===== config.mk =====
export PLATFORM = sky130hd
export DESIGN_NAME = ysyx_23060124_ifu
export DESIGN_NICKNAME = d
export VERILOG_FILES = /design/src/rtl/ysyx_23060124_ifu.sv
export SDC_FILE = /design/constraint.sdc
export NUM_CORES = 1
export LEC_CHECK = 0
export CORE_AREA = 5 5 155 83
export DETAILED_ROUTE_END_ITERATION = 8
export DIE_AREA = 0 0 160 88
export DONT_BUFFER_PORTS = 1
export GPL_TIMING_DRIVEN = 0
export PLACE_DENSITY_LB_ADDON = 0.12
export SLEW_MARGIN = 20
export SYNTH_ARGS = -nofsm -noshare
export SYNTH_HDL_FRONTEND = slang
export SYNTH_SLANG_ARGS = --single-unit
export TNS_END_PERCENT = 30

===== constraint.sdc =====
create_clock -name clock -period 2.2 [get_ports clock]
set_input_delay 0.44 -clock clock [delete_from_list [all_inputs] [get_ports clock]]
set_output_delay 0.44 -clock clock [all_outputs]
set_load 0.005 [all_outputs]

===== src/rtl/ysyx_23060124_ifu.sv =====
// rtl/ysyx_23060124_ifu.sv - instruction fetch unit: one AXI4-Lite read per instruction, valid/ready to decode
module ysyx_23060124_ifu #(
    parameter logic [31:0] RESET_PC = 32'h3000_0000
) (
    input  logic        clock,
    input  logic        reset,
    output logic [31:0] o_araddr,
    output logic        o_arvalid,
    input  logic        i_arready,
    input  logic [31:0] i_rdata,
    input  logic [1:0]  i_rresp,
    input  logic        i_rvalid,
    output logic        o_rready,
    output logic [31:0] o_ins,
    output logic [31:0] o_pc,
    output logic        o_fetch_err,
    output logic        o_valid,
    input  logic        i_ready,
    input  logic        i_redirect,
    input  logic [31:0] i_redirect_pc
);

    localparam logic [31:0] NOP = 32'h0000_0013;

    typedef enum logic [1:0] {
        ADDR,
        DATA,
        HOLD,
        ERR
    } state_t;

    state_t      state;
    logic [31:0] pc;
    logic [31:0] pend_tgt;
    logic        pend_redir;
    logic [31:0] pc_seq;

    assign pc_seq   = pc + 32'd4;
    assign o_araddr = pc;
    assign o_pc     = pc;

    // Fetch FSM; every path into ADDR pre-arms o_arvalid for an aligned pc so
    // back-to-back fetches cost three cycles, a misaligned pc waits one cycle
    // with o_arvalid low and then falls into ERR without touching the bus.
    always_ff @(posedge clock) begin
        if (reset) begin
            state       <= ADDR;
            pc          <= RESET_PC;
            pend_tgt    <= 32'h0;
            pend_redir  <= 1'b0;
            o_arvalid   <= 1'b0;
            o_rready    <= 1'b0;
            o_valid     <= 1'b0;
            o_fetch_err <= 1'b0;
            o_ins       <= NOP;
        end else begin
            case (state)
                ADDR: begin
                    if (!o_arvalid) begin
                        if (i_redirect) begin
                            pc        <= i_redirect_pc;
                            o_arvalid <= ~|i_redirect_pc[1:0];
                        end else if (|pc[1:0]) begin
                            state       <= ERR;
                            o_valid     <= 1'b1;
                            o_ins       <= NOP;
                            o_fetch_err <= 1'b1;
                        end else begin
                            o_arvalid <= 1'b1;
                        end
                    end else begin
                        // Address must stay stable while offered, so the
                        // redirect is parked until this transaction drains.
                        if (i_redirect) begin
                            pend_redir <= 1'b1;
                            pend_tgt   <= i_redirect_pc;
                        end
                        if (i_arready) begin
                            o_arvalid <= 1'b0;
                            o_rready  <= 1'b1;
                            state     <= DATA;
                        end
                    end
                end
                DATA: begin
                    if (i_rvalid) begin
                        o_rready   <= 1'b0;
                        pend_redir <= 1'b0;
                        if (i_redirect) begin
                            pc        <= i_redirect_pc;
                            o_arvalid <= ~|i_redirect_pc[1:0];
                            state     <= ADDR;
                        end else if (pend_redir) begin
                            pc        <= pend_tgt;
                            o_arvalid <= ~|pend_tgt[1:0];
                            state     <= ADDR;
                        end else begin
                            o_ins       <= i_rdata;
                            o_fetch_err <= |i_rresp;
                            o_valid     <= 1'b1;
                            state       <= HOLD;
                        end
                    end else if (i_redirect) begin
                        pend_redir <= 1'b1;
                        pend_tgt   <= i_redirect_pc;
                    end
                end
                HOLD, ERR: begin
                    // A redirect overrides the sequential pc even when the
                    // handshake fires in the same cycle.
                    if (i_redirect) begin
                        o_valid   <= 1'b0;
                        pc        <= i_redirect_pc;
                        o_arvalid <= ~|i_redirect_pc[1:0];
                        state     <= ADDR;
                    end else if (i_ready) begin
                        o_valid   <= 1'b0;
                        pc        <= pc_seq;
                        o_arvalid <= ~|pc_seq[1:0];
                        state     <= ADDR;
                    end
                end
                default: begin
                    state <= ADDR;
                end
            endcase
        end
    end

endmodule

==> summary.md, run 1 <==
| Metric | Value |
|---|---|
| Hold-fix buffers, CTS | `0` |
| Fraction of final layout cells with drive strength greater than 1 | `about an eighth` |
| Placed cell areas | `~5700 um2` |
| Design area | `6070 um2` |
| Global placer's final weighted congestion | `between 0.9 and 1` |
| Synthesized flop and latch total | `around 100` |
| Post-synth EDFFs | `0` |
| Max stage delay on crit path | `between 0.5 and 0.6 ns` |
| N_diodes | `0` |
| Synthesized instance count | `approximately 740` |
| Leading cell types by count after synthesis | `nand2_1, dfxtp_1, a21oi_1, o21ai_0, clkbuf_1` |
| Vias | `roughly 5700` |
| Yosys cell types | `56` |
| Final WL | `around 20 mm` |
| Total power | `a little under 6000 uW` |
| Drt wl/cell | `roughly 22 um` |
| Max Slew Vio Count | `0` |
| Ys Warns | `0` |
| Post-synthesis async set-or-reset flop share | `0%` |
| Crit path from | `state[1]` |
| # setup viols final | `0` |
| Hold Path Origin | `i_redirect_pc[23]` |
| Top cells by area, synth | `dfxtp_1, nand2_1, a21oi_1` |
| CTS tree | `built` |
| Fin crit period | `about 2.2 ns` |
| Critical path buffers and inverters | `2` |
| P&R area growth vs syn | `10.8%` |
| Reg-to-Reg End | `o_araddr[11]` |
| R2r setup slk | `about 0.045 ns` |
| First-pass GRT wire length | `~30 mm` |
| Cell taking the most area after synthesis | `dfxtp_1` |
| Initial DRC count | `slightly below 900` |
| Die width | `between 150 and 200 um` |
| I/O Buffers | `0` |
| Unrepaired setup endpoints after global routing | `yes` |
| Critical Path AT | `2.40 ns` |
| Synth Flop Type | `dfxtp_1` |
| Slew Limit Headroom | `between 50% and 60%` |
| Slew @ Worst Pin | `between 0.6 and 0.7 ns` |
| Critical path depth | `5` |
| Post-DP HPWL | `15.2 mm` |
| Placeable Area | `about 11000 um2` |
| Grt ovf | `0` |
| Antenna violations before repair | `0` |
| Leak Pwr | `between 0.002 and 0.0025 uW` |
| Peak VDD IR | `around 430 uV` |
| Root Driver | `clkbuf_16` |
| Clk slew on worst S/H paths | `0.07 ns` |
| Worst hold slack | `0.218 ns` |
| Die Area | `approximately 14000 um2` |
| Initial Util | `48.1%` |
| Std-Cell Rows | `28` |
| Mapped Nets | `a little over 800` |
| Type of the most critical hold path | `input port to register` |
| TritonCTS Sinks | `103` |
| Most common cell in the synthesized netlist | `nand2_1` |
| Synth Cell Area | `roughly 5500 um2` |
| CTS H-tree depth | `3` |
| Clock buffer depth | `2` |
| Yosys top cell area share | `37.6%` |
| Drt pass-1 iters | `6` |
| Final Hold Vio Count | `0` |
| Antenna-violating nets left | `0` |
| CP delay by family, top | `buffers and inverters` |
| Worst Skew | `0.00879 ns` |
| CP Launch Type | `register` |
| Inserted Clock Buffers | `9` |
| Crit path capture type | `register` |
| WS Path Type | `register to register` |
| Final Core Density | `between 50% and 60%` |
| Clock Latency Late Sink | `~0.35 ns` |
| Largest net degree at the start of global routing | `17` |
| CP Cell Sequence | `buf_2 > nor2b_1 > buf_1 > o21ai_0 > a221oi_1` |
| F_max | `approximately 0.46 GHz` |
| Mean area per synthesized cell | `7.39 um2` |
| DIE HEIGHT | `roughly 88 um` |
| Power Density | `a little under 1000 nW/um2` |
| Reg2reg path depth | `5` |
| Final TNS setup | `0 ns` |
| CP Max Fanout | `10` |
| Total GRT Usage | `between 20% and 30%` |
| Crit path max-delay cell type | `nor2b_1` |
| NumNets Final | `around 830` |
| Seq/Total Area, Yosys | `37.6%` |
| DR DRC count | `0` |
| Status | `complete, no violations` |
| IO Count | `between 150 and 200` |
| Period utilization | `a little over nine tenths` |
| R2r startpoint | `state[1]` |
| Maxcap violations | `0` |
| Required time of the critical path | `approximately 2.5 ns` |
| Vias per cell | `~6.3` |
| Number of global-route vias before repair | `between 5000 and 6000` |
| Critical Path Sink | `o_araddr[11]` |
[flip-flops by register name (all words and copies together), names as in the netlist]
register / cells
o_fetch_err: 1
o_araddr: 32
o_valid: 1
o_rready: 1
o_arvalid: 1
pend_tgt: 32
o_ins: 32
state: 2
pend_redir: 1
[repair_timing]
item	in CTS	in global routing
endpoints found under the setup margin	14	68
buffers inserted	0	3
pin swaps	1	1
cloned	0	0
resized for setup	11	30
[cell families after synthesis]
family | Yosys count | synth area share, %
compound gates | 244 | 26.3
xor+xnor | 1 | 0.160
simple gates | 290 | 25.3
flops | 103 | 37.6
buf+inv | 99 | 9.73
mux | 3 | 0.639
fa+ha+maj | 1 | 0.228
[cell type report]
type,count,area (um2)
Buffer,91,517
Clock buffer,11,253
Clock inverter,4,77.6
Fill cell,1079,5320
Inverter,8,32.5
Multi-Input combinational cell,539,2910
Sequential cell,103,2060
Tap cell,150,188
Timing Repair Buffer,3,22.5
[worst min-delay path by stage]
stage,end,slack [ns],depth (start not counted)
final,pend_tgt[23],0.22,2
after global routing,pend_tgt[27],0.21,2
after CTS,pend_tgt[0],0.21,2
after detailed placement,pend_tgt[19],0.45,2
after global placement,pend_tgt[18],0.44,2
after floorplan,pend_tgt[10],0.44,2
[power breakdown]
group | switching (uW) | total, uW | internal, uW
sequential | 348 | 2450 | 2100
clock | 719 | 1780 | 1060
combinational | 1110 | 1740 | 637
[placed cells by master, fill, tap and decap left out, drive strengths merged, types with 8 or more instances in the layout]
| cell type | netlist | layout |
|---|---|---|
| nand4 | 13 | 13 |
| buf | 44 | 49 |
| a21oi | 95 | 95 |
| a22oi | 23 | 23 |
| o22ai | 8 | 8 |
| a31oi | 11 | 11 |
| and4 | 8 | 8 |
| and3 | 10 | 10 |
| dfxtp | 103 | 103 |
| nand2 | 132 | 132 |
| inv | 8 | 9 |
| nor3 | 18 | 18 |
| nand3 | 45 | 45 |
| nor2 | 39 | 39 |
| o21ai | 70 | 70 |
| clkbuf | 47 | 56 |
| nor4 | 10 | 10 |
[metrics by stage]
step	setup slack (ns)	cells
after global routing	-0.105	909
after detailed placement	-0.207	891
after global placement	-0.179	891
after CTS	-0.0642	906
after floorplan	0.337	741
final	0.0446	909
[layer usage]
metal	wire length [um]	vias to the layer above	track usage (%)
li1	-	2663	-
met1	8990	2669	39.4
met2	7840	374	37.4
met3	3030	23	11.9
met4	184	0	4.37
met5	0	-	0
No activity file was read; power rests on OpenSTA's default activity.
==> run 2: changes to the inputs <==
--- a/config.mk
+++ b/config.mk
@@ -11,7 +11,7 @@
 export DONT_BUFFER_PORTS = 1
 export GPL_TIMING_DRIVEN = 0
 export PLACE_DENSITY_LB_ADDON = 0.12
-export SLEW_MARGIN = 20
+export SLEW_MARGIN = 10
 export SYNTH_ARGS = -nofsm -noshare
 export SYNTH_HDL_FRONTEND = slang
 export SYNTH_SLANG_ARGS = --single-unit
==> constraint.sdc (replaced) <==
create_clock -name clock -period 2.3 [get_ports clock]
set_input_delay 0.46 -clock clock [delete_from_list [all_inputs] [get_ports clock]]
set_output_delay 0.46 -clock clock [all_outputs]
set_load 0.005 [all_outputs]
==> run 2 against run 1 <==
- critical path type unchanged
- count of clock-buffer cells in the layout unchanged
- largest power group unchanged
- maximum frequency is 3.6% lower
- hold slack better by 0.018 ns
- design area is 0.45% lower
- global-route usage hardly changed
- sequential share of layout area up 0.16 points
- setup slack gained 0.019 ns
==> summary.md, run 2 (synthesized netlist as in run 1, its figures left out) <==
| Metric | Value |
|---|---|
| Unrepaired setup endpoints after global routing | `yes` |
| DIE HEIGHT | `88 um (unchanged)` |
| Fraction of final layout cells with drive strength greater than 1 | `11.1% (-1.3 points)` |
| Dpl cells | `891 (unchanged)` |
| Hold-fix buffers, CTS | `0 (unchanged)` |
| NumNets Final | `828 (unchanged)` |
| Grt ovf | `0 (unchanged)` |
| CP Max Fanout | `9 (-1)` |
| Sequential share of power | `40.9% (about the same)` |
| Max Used Layer | `met4` |
| Clock buffer depth | `2 (unchanged)` |
| I/O Buffers | `0 (unchanged)` |
| N_diodes | `0 (unchanged)` |
| Type of the most critical hold path | `input port to register` |
| Leak Pwr | `0.00212 uW (-1.8%)` |
| Total GRT Usage | `27.1% (about the same)` |
| Final Hold Vio Count | `0 (unchanged)` |
| IO Count | `172 (unchanged)` |
| Metal-1 WL | `8.97 mm (-0.24%)` |
| Clk slew on worst S/H paths | `0.07 ns (about the same)` |
| Routed length on met3 | `3.06 mm (+1.2%)` |
| Switching share of power | `36.6% (+0.16 points)` |
| Vias per cell | `6.26 (-0.73%)` |
| CTS H-tree depth | `3 (unchanged)` |
| Internal Power | `3630 uW (-4.5%)` |
| Required time of the critical path | `2.53 ns (+0.08 ns)` |
| CP delay by family, top | `simple AND/OR/NAND/NOR gates` |
| Period utilization | `97.2% (-0.73 points)` |
| TritonCTS Sinks | `103 (unchanged)` |
| Critical path buffers and inverters | `2 (unchanged)` |
| First-pass GRT wire length | `29.6 mm (about the same)` |
| Placeable Area | `11400 um2 (unchanged)` |
| Global placer's final weighted congestion | `0.943 (unchanged)` |
| WS Path Type | `register to register` |
| Comb pwr share | `29.1% (about the same)` |
| Post-route insts no fill | `909 (unchanged)` |
| Post-DP HPWL | `15.2 mm (unchanged)` |
| Filler cells | `1085 (+0.56%)` |
| P&R area growth vs syn | `10.3%` |
| CP Launch Type | `register` |
| F_max | `0.447 GHz (-3.6%)` |
| Slew Limit Headroom | `54.0% (+0.34 points)` |
| Most frequent CP cell | `clkbuf_1` |
| Drt wl/cell | `22.1 um (unchanged)` |
| Critical Path AT | `2.47 ns (+0.07 ns)` |
| Final Core Density | `53.0% (-0.24 points)` |
| Most frequent cells in the layout | `nand2_1, dfxtp_1, a21oi_1` |
| Largest net degree at the start of global routing | `17 (unchanged)` |
| Maxcap violations | `0 (unchanged)` |
| Antenna violations before repair | `0 (unchanged)` |
| Std-Cell Rows | `28 (unchanged)` |
| Drt pass-1 iters | `6 (unchanged)` |
| Crit path max-delay cell type | `dfxtp_1` |
| Psw | `2090 uW (-3.8%)` |
| Clock power share | `30.0% (+0.2 points)` |
| Critical path depth | `7 (+2)` |
| Max stage delay on crit path | `0.38 ns (-0.16 ns)` |
| Inserted Clock Buffers | `9 (unchanged)` |
| Final WL | `20.0 mm (unchanged)` |
| Initial DRC count | `836 (-3.8%)` |
| Reg2reg path depth | `7 (+2)` |
| Fin crit period | `2.24 ns (+0.0813 ns)` |
| # setup viols final | `0 (unchanged)` |
| Root Driver | `clkbuf_16` |
| CP Cell Sequence | `clkbuf_1 > and4_1 > clkbuf_1 > nand3_1 > o21a_1 > o211ai_1 > nand2_1` |
| Design area | `6040 um2 (-0.45%)` |
| Initial Util | `48.1% (unchanged)` |
| CTS tree | `built` |
| Metal2 WL | `7.87 mm (+0.42%)` |
| Worst Skew | `0.0111 ns (+0.00232 ns)` |
| Number of global-route vias before repair | `5019 (-0.040%)` |
| Vias | `5687 (-0.73%)` |
| DR DRC count | `0 (unchanged)` |
| Clock Latency Late Sink | `0.35 ns (about the same)` |
| Status | `complete, no violations` |
| Die Area | `14100 um2 (unchanged)` |
| Peak VDD IR | `410 uV (-3.7%)` |
| Power Density | `946 nW/um2 (-3.8%)` |
| Die width | `160 um (unchanged)` |
| Hold path depth | `2 (unchanged)` |
| Antenna-violating nets left | `0 (unchanged)` |
| Crit path capture type | `register` |
| Commonest non-fill, non-tap cell in the layout | `nand2_1` |
| Max Slew Vio Count | `0 (unchanged)` |
| Slew @ Worst Pin | `0.691 ns (-0.00506 ns)` |
| Placed cell areas | `5670 um2 (unchanged)` |
[run 2: area by class of cell]
class	instances	area (um2)	share of cell area (%)
plain buffers	91	508	8.41
inverters	8	32.5	0.539
repair buffers	3	22.5	0.373
multi-input cells	539	2900	47.9
flip-flops and latches	103	2060	34.2
clock buffers	11	253	4.18
clock inverters	4	77.6	1.28
well taps	150	188	3.11
[run 2: power groups by stage]
| stage | Combinational, uW | Clock, uW | Sequential, uW |
|---|---|---|---|
| floorplan | 1180 | 0 | 2260 |
| global placement | 1560 | 0 | 2360 |
| detailed placement | 1590 | 0 | 2370 |
| global route | 1800 | 1780 | 2380 |
| CTS | 1600 | 1730 | 2330 |
| finish | 1660 | 1710 | 2340 |
[run 2: final timing paths]
kind / from / to / slack, ns
setup / recovery: o_araddr[4] / o_araddr[17] / 0.06
hold / removal: i_redirect_pc[0] / pend_tgt[0] / 0.24
setup reg to reg: o_araddr[4] / o_araddr[17] / 0.06
hold reg to reg: pend_tgt[12] / pend_tgt[12] / 0.46
[run 2: timing repair]
action                                 CTS  global route
pin swaps                                1             1
setup buffers                            0             3
endpoints found under the hold margin    0             0
setup endpoints to repair               10            46
resized for setup                        9            14
[run 2: metrics by stage]
step / setup WS (ns) / setup TNS [ns] / total power, uW / hold WS (ns)
after detailed placement: -0.107 / -0.534 / 3960 / 0.447
after CTS: 0.0356 / 0 / 5660 / 0.232
after floorplan: 0.437 / 0 / 3440 / 0.436
final: 0.0633 / 0 / 5720 / 0.237
after global placement: -0.0785 / -0.329 / 3920 / 0.441
after global routing: -0.0663 / -0.295 / 5960 / 0.233
[run 2: routing by layer]
layer	global-route usage (%)	vias to the layer above
met4	4.37	0
met3	11.9	12
li1	-	2670
met2	37.3	340
met5	0	-
met1	39.4	2665
